File: config.mk
export PLATFORM = sky130hd
export DESIGN_NAME = multicycle_control_unit
export DESIGN_NICKNAME = d
export VERILOG_FILES = /design/src/rtl/multicycle_control_unit.sv
export SDC_FILE = /design/constraint.sdc
export NUM_CORES = 1
export LEC_CHECK = 0
export ABC_CLOCK_PERIOD_IN_PS = 7900
export CORE_MARGIN = 1.5
export CORE_UTILIZATION = 45
export DETAILED_ROUTE_END_ITERATION = 10
export HOLD_SLACK_MARGIN = 0.03
export PLACE_DENSITY = 0.87
export RECOVER_POWER = 25
export SLEW_MARGIN = 5
export SYNTH_ARGS = -nofsm -noshare
export SYNTH_HDL_FRONTEND = slang
export SYNTH_SLANG_ARGS = --single-unit
File: constraint.sdc
create_clock -name clk -period 7.9 [get_ports clk]
set_input_delay 1.58 -clock clk [delete_from_list [all_inputs] [get_ports clk]]
set_output_delay 1.58 -clock clk [all_outputs]
set_load 0.005 [all_outputs]
File: src/rtl/multicycle_control_unit.sv
// multicycle_control_unit: multicycle RV32I-subset control FSM with variable-latency memory handshakes.
// Define MCU_ILLEGAL_TRAP_EN to trap on illegal instructions instead of retiring them as NOPs.
module multicycle_control_unit #(
   parameter int ALUCTRL_WIDTH = 3,
   parameter int CNT_WIDTH     = 32
) (
   input  logic                     clk,
   input  logic                     rst_n,
   input  logic [31:0]              instr,
   input  logic                     EQ,
   input  logic                     imem_ready,
   input  logic                     dmem_ready,
   output logic                     imem_req,
   output logic                     dmem_req,
   output logic                     dmem_we,
   output logic                     IRWrite,
   output logic                     PCWrite,
   output logic [1:0]               PCsrc,
   output logic                     RegWrite,
   output logic [ALUCTRL_WIDTH-1:0] ALUctrl,
   output logic                     ALUsrc,
   output logic [1:0]               ImmSrc,
   output logic [1:0]               ResultSrc,
   output logic                     retire,
   output logic [CNT_WIDTH-1:0]     instret,
   output logic                     illegal
);
   typedef enum logic [2:0] {S_FETCH, S_DECODE, S_EXEC, S_MEM, S_WB, S_TRAP} state_t;
   state_t               state_q, state_d;
   logic [CNT_WIDTH-1:0] instret_q;
   logic [6:0]           opcode, funct7;
   logic [2:0]           funct3;
   logic                 is_addi, is_add, is_sub, is_lw, is_sw, is_br, is_jal, legal, taken;
   logic                 alu_sub;
   logic                 unused_bits;
   assign opcode      = instr[6:0];
   assign funct3      = instr[14:12];
   assign funct7      = instr[31:25];
   assign unused_bits = ^{instr[24:15], instr[11:7]};
   assign is_addi     = opcode == 7'b0010011 && funct3 == 3'b000;
   assign is_add      = opcode == 7'b0110011 && funct3 == 3'b000 && funct7 == 7'b0000000;
   assign is_sub      = opcode == 7'b0110011 && funct3 == 3'b000 && funct7 == 7'b0100000;
   assign is_lw       = opcode == 7'b0000011 && funct3 == 3'b010;
   assign is_sw       = opcode == 7'b0100011 && funct3 == 3'b010;
   assign is_br       = opcode == 7'b1100011 && funct3[2:1] == 2'b00;
   assign is_jal      = opcode == 7'b1101111;
   assign legal       = |{is_addi, is_add, is_sub, is_lw, is_sw, is_br, is_jal};
   // BEQ (funct3[0]=0) is taken on EQ, BNE on !EQ
   assign taken       = EQ ^ funct3[0];
   assign ALUctrl     = ALUCTRL_WIDTH'(alu_sub);
   assign instret     = instret_q;

   always_ff @(posedge clk or negedge rst_n) begin
      if (!rst_n) begin
         state_q   <= S_FETCH;
         instret_q <= '0;
      end else begin
         state_q   <= state_d;
         instret_q <= instret_q + CNT_WIDTH'(retire);
      end
   end

   always_comb begin
      state_d   = state_q;
      imem_req  = 1'b0;
      dmem_req  = 1'b0;
      dmem_we   = 1'b0;
      IRWrite   = 1'b0;
      PCWrite   = 1'b0;
      PCsrc     = 2'd0;
      RegWrite  = 1'b0;
      alu_sub   = 1'b0;
      ALUsrc    = 1'b0;
      ImmSrc    = 2'd0;
      ResultSrc = 2'd0;
      retire    = 1'b0;
      illegal   = 1'b0;
      case (state_q)
         S_FETCH: begin
            imem_req = 1'b1;
            IRWrite  = imem_ready;
            state_d  = imem_ready ? S_DECODE : S_FETCH;
         end
         S_DECODE: begin
`ifdef MCU_ILLEGAL_TRAP_EN
            state_d = legal ? S_EXEC : S_TRAP;
`else
            PCWrite = ~legal;
            retire  = ~legal;
            state_d = legal ? S_EXEC : S_FETCH;
`endif
         end
         S_EXEC: begin
            alu_sub = is_sub | is_br;
            ALUsrc  = is_addi | is_lw | is_sw;
            ImmSrc  = is_sw ? 2'd1 : is_br ? 2'd2 : 2'd0;
            PCWrite = is_br;
            retire  = is_br;
            PCsrc   = {1'b0, is_br & taken};
            state_d = is_br ? S_FETCH : (is_lw | is_sw) ? S_MEM : S_WB;
         end
         S_MEM: begin
            dmem_req = 1'b1;
            dmem_we  = is_sw;
            PCWrite  = is_sw & dmem_ready;
            retire   = is_sw & dmem_ready;
            state_d  = !dmem_ready ? S_MEM : is_sw ? S_FETCH : S_WB;
         end
         S_WB: begin
            RegWrite  = 1'b1;
            PCWrite   = 1'b1;
            retire    = 1'b1;
            ResultSrc = is_lw ? 2'd1 : is_jal ? 2'd2 : 2'd0;
            PCsrc     = is_jal ? 2'd2 : 2'd0;
            ImmSrc    = is_jal ? 2'd3 : 2'd0;
            state_d   = S_FETCH;
         end
         default: begin
`ifdef MCU_ILLEGAL_TRAP_EN
            illegal = 1'b1;
`else
            state_d = S_FETCH;
`endif
         end
      endcase
      // reset masks every output combinationally, including imem_req
      if (!rst_n)
         {imem_req, dmem_req, dmem_we, IRWrite, PCWrite, PCsrc, RegWrite, alu_sub, ALUsrc, ImmSrc, ResultSrc, retire, illegal} = '0;
   end
endmodule

==> results.json <==
{
  "ctsHoldBuffers": 0,
  "fmaxAchievable_mhz": 160.2,
  "io_pins": 87,
  "ys_top_cells_by_count": "35 x dfrtp_1, 27 x xnor2_1, 15 x nand2_1",
  "drive_gt1_share_pct": 6.391,
  "p_leak_nw": 1.091,
  "drc_errors": 0,
  "relSlewSlack_pct": -25.96,
  "drtIter0Drc": 111,
  "nets": 304,
  "cpPeakStageDelay_ns": 1.33,
  "cts_tree": "built",
  "clock-sinks": 35,
  "crit_chain": "clkbuf_1 -> inv_1 -> or4_1 -> a2111o_1 -> o21ai_0 -> clkdlybuf4s50_1",
  "hold_viol": 0,
  "worst_setup_path_end_kind": "output port",
  "die_h_um": 68.69,
  "synth.most_common_cell": "dfrtp_1",
  "synth_edf_count": 0,
  "area_growth_pct": 40.14,
  "portBuffers": 68,
  "r2r_end": "instret[30]",
  "critPathBufInv": 3,
  "diodes": 0,
  "fill_cells": 325,
  "core_um2": 4086,
  "finalPower_mw": 0.3955,
  "cts_made_buffers": 5,
  "die_x_um": 68.69,
  "worst_slew_pin_slew_ns": 1.889,
  "status": "complete, but fails checks",
  "routed_wl_um": 4686,
  "vdd_drop_max_mv": 0.1009,
  "antenna_found_initial": 0,
  "track_usage_pct": 20.50,
  "grt_pass1_wl_um": 7182,
  "cap_viol_max_count": 1,
  "clock_latency_ns": 0.29,
  "avgSynthCellArea_um2": 9.958,
  "postCtsResizedCells": 0,
  "hold_path_depth": 1,
  "grt_max_degree": 39,
  "rsz0062_at_grt": "no",
  "critPathRequiredTime_ns": 6.32,
  "clock_path_buffers": 2,
  "synth-seq-cells": 35,
  "hold_class": "reg2reg",
  "skew_ns": 0.01081,
  "netlist-cell-type-count": 45,
  "critical_path_class": "in2out",
  "cp.arrival_ns": 4.66,
  "drv_slew": 39,
  "overflow": 0,
  "wl_per_cell_um": 14.83,
  "fin_setup_tns_ns": 0,
  "vias": 1749,
  "reg2reg_slack_ns": 4.54,
  "crit_fanout": 38,
  "drt-pass1-iter-count": 4,
  "whs_endpoint": "instret[31]",
  "layout_worst_path_cycle_share_pct": 79.03,
  "yosysTopAreaCell": "dfrtp_1",
  "postCtsSetupRepairBufs": 0,
  "gp_congestion": 0.8793,
  "yosys_most_used_dff": "dfrtp_1",
  "cts_max_level": 2,
  "yosys.area.top_type_share_pct": 45.10,
  "final_antenna_net_count": 0,
  "clk_pin_slew_ns": 0.06,
  "initial_utilization_pct": 47.52,
  "first_global_vias": 1585,
  "hp-start": "instret[31]",
  "failed_checks": "max-capacitance violations, max-slew violations",
  "r2r_cells": 10,
  "place_hpwl_um": 3470,
  "yosysSeqAreaShare_pct": 45.10,
  "cp_top_family": "buffers and inverters",
  "min_period_ns": 6.244,
  "synth_area_leaders": "dfrtp_1 45%, xnor2_1 12%, nand4_1 3.9%",
  "cp_slowest_cell": "clkbuf_1",
  "ys_warn_count": 0,
  "viasPerCell": 5.535,
  "r2r-start": "state_q[0]",
  "root_buffer": "clkbuf_8",
  "async_flop_share_pct": 100.0,
  "dieArea_um2": 4718,
  "setup-violations-final": 0,
  "postSynthCellCount": 195,
  "final_util_pct": 66.60,
  "syn_area_um2": 1942,
  "rows": 23,
  "cp-start-kind": "primary input",
  "power_density_nw_per_um2": 145.3
}
==> layout by cell type (no fill, tap or decap), types with 3 or more instances in the layout <==
cell,n
dfrtp_1,35
xor2_1,4
nand2b_1,3
nor3_1,8
nand3_1,14
nor2_1,14
nand4_1,12
nor2b_1,4
and3_1,5
clkbuf_8,5
or4_1,3
clkbuf_1,3
nand2_1,15
clkdlybuf4s50_1,67
inv_1,8
conb_1,3
xnor2_1,27
==> kinds of logic (layout without fill, tap and decap cells) <==
family | count (synthesis) | in the layout | synth area share (%)
other | 1 | 3 | 0.1931
flip-flops | 35 | 35 | 45.10
buffers and inverters | 15 | 84 | 3.930
adder cells (fa/ha/maj) | 2 | 2 | 1.288
AND/OR/NAND/NOR | 95 | 95 | 28.29
AO/OA/AOI/OAI | 16 | 16 | 7.217
XOR/XNOR | 31 | 31 | 13.98
==> area by class of cell <==
class | instances | area, um2 | area share, %
Clock buffer | 7 | 76.32 | 2.805
Clock inverter | 1 | 5.005 | 0.1839
Sequential cell | 35 | 875.8 | 32.18
Inverter | 8 | 30.03 | 1.103
Timing Repair Buffer | 68 | 674.4 | 24.78
Multi-Input combinational cell | 147 | 997.2 | 36.64
Tap cell | 50 | 62.56 | 2.299
==> through the flow <==
stage,instance area [um2],hold slack [ns],setup WS (ns),cells
2_1_floorplan,1949,0.4682,3.430,197
3_3_place_gp,2641,0.4602,2.349,308
3_5_place_dp,2641,0.4665,2.342,308
4_1_cts,2723,0.4748,2.340,316
5_1_grt,2721,0.4956,1.248,316
6_report,2721,0.4702,1.656,316
==> where the power goes <==
| part | internal (mW) | leakage [nW] | total, mW | switching, mW |
|---|---|---|---|---|
| combinational | 0.0412 | 0.574 | 0.0655 | 0.0243 |
| clock | 0.0618 | 0.0422 | 0.121 | 0.0595 |
| sequential | 0.192 | 0.474 | 0.209 | 0.0167 |
==> state kept, by name (all words and copies together), names as in the netlist <==
signal and cells:
instret 32, state_q 3
==> metal layers <==
| metal | up-vias | track usage [%] | part of all wire, % |
|---|---|---|---|
| met1 | 849 | 26.40 | 44 |
| li1 | 833 | - | - |
| met2 | 59 | 34.50 | 49 |
| met3 | 8 | 3.896 | 5.2 |
| met4 | 0 | 7.108 | 1.8 |
| met5 | - | 0 | 0 |
==> how the worst max path moves through the flow <==
| stage | end | cells past startpoint | from |
|---|---|---|---|
| after floorplan | retire | 5 | instr[5] |
| after global placement | retire | 6 | instr[4] |
| after detailed placement | PCWrite | 6 | instr[4] |
| after CTS | PCWrite | 6 | instr[4] |
| after global routing | PCWrite | 6 | rst_n |
| final | retire | 6 | rst_n |
No activity file was read; power rests on OpenSTA's default activity.
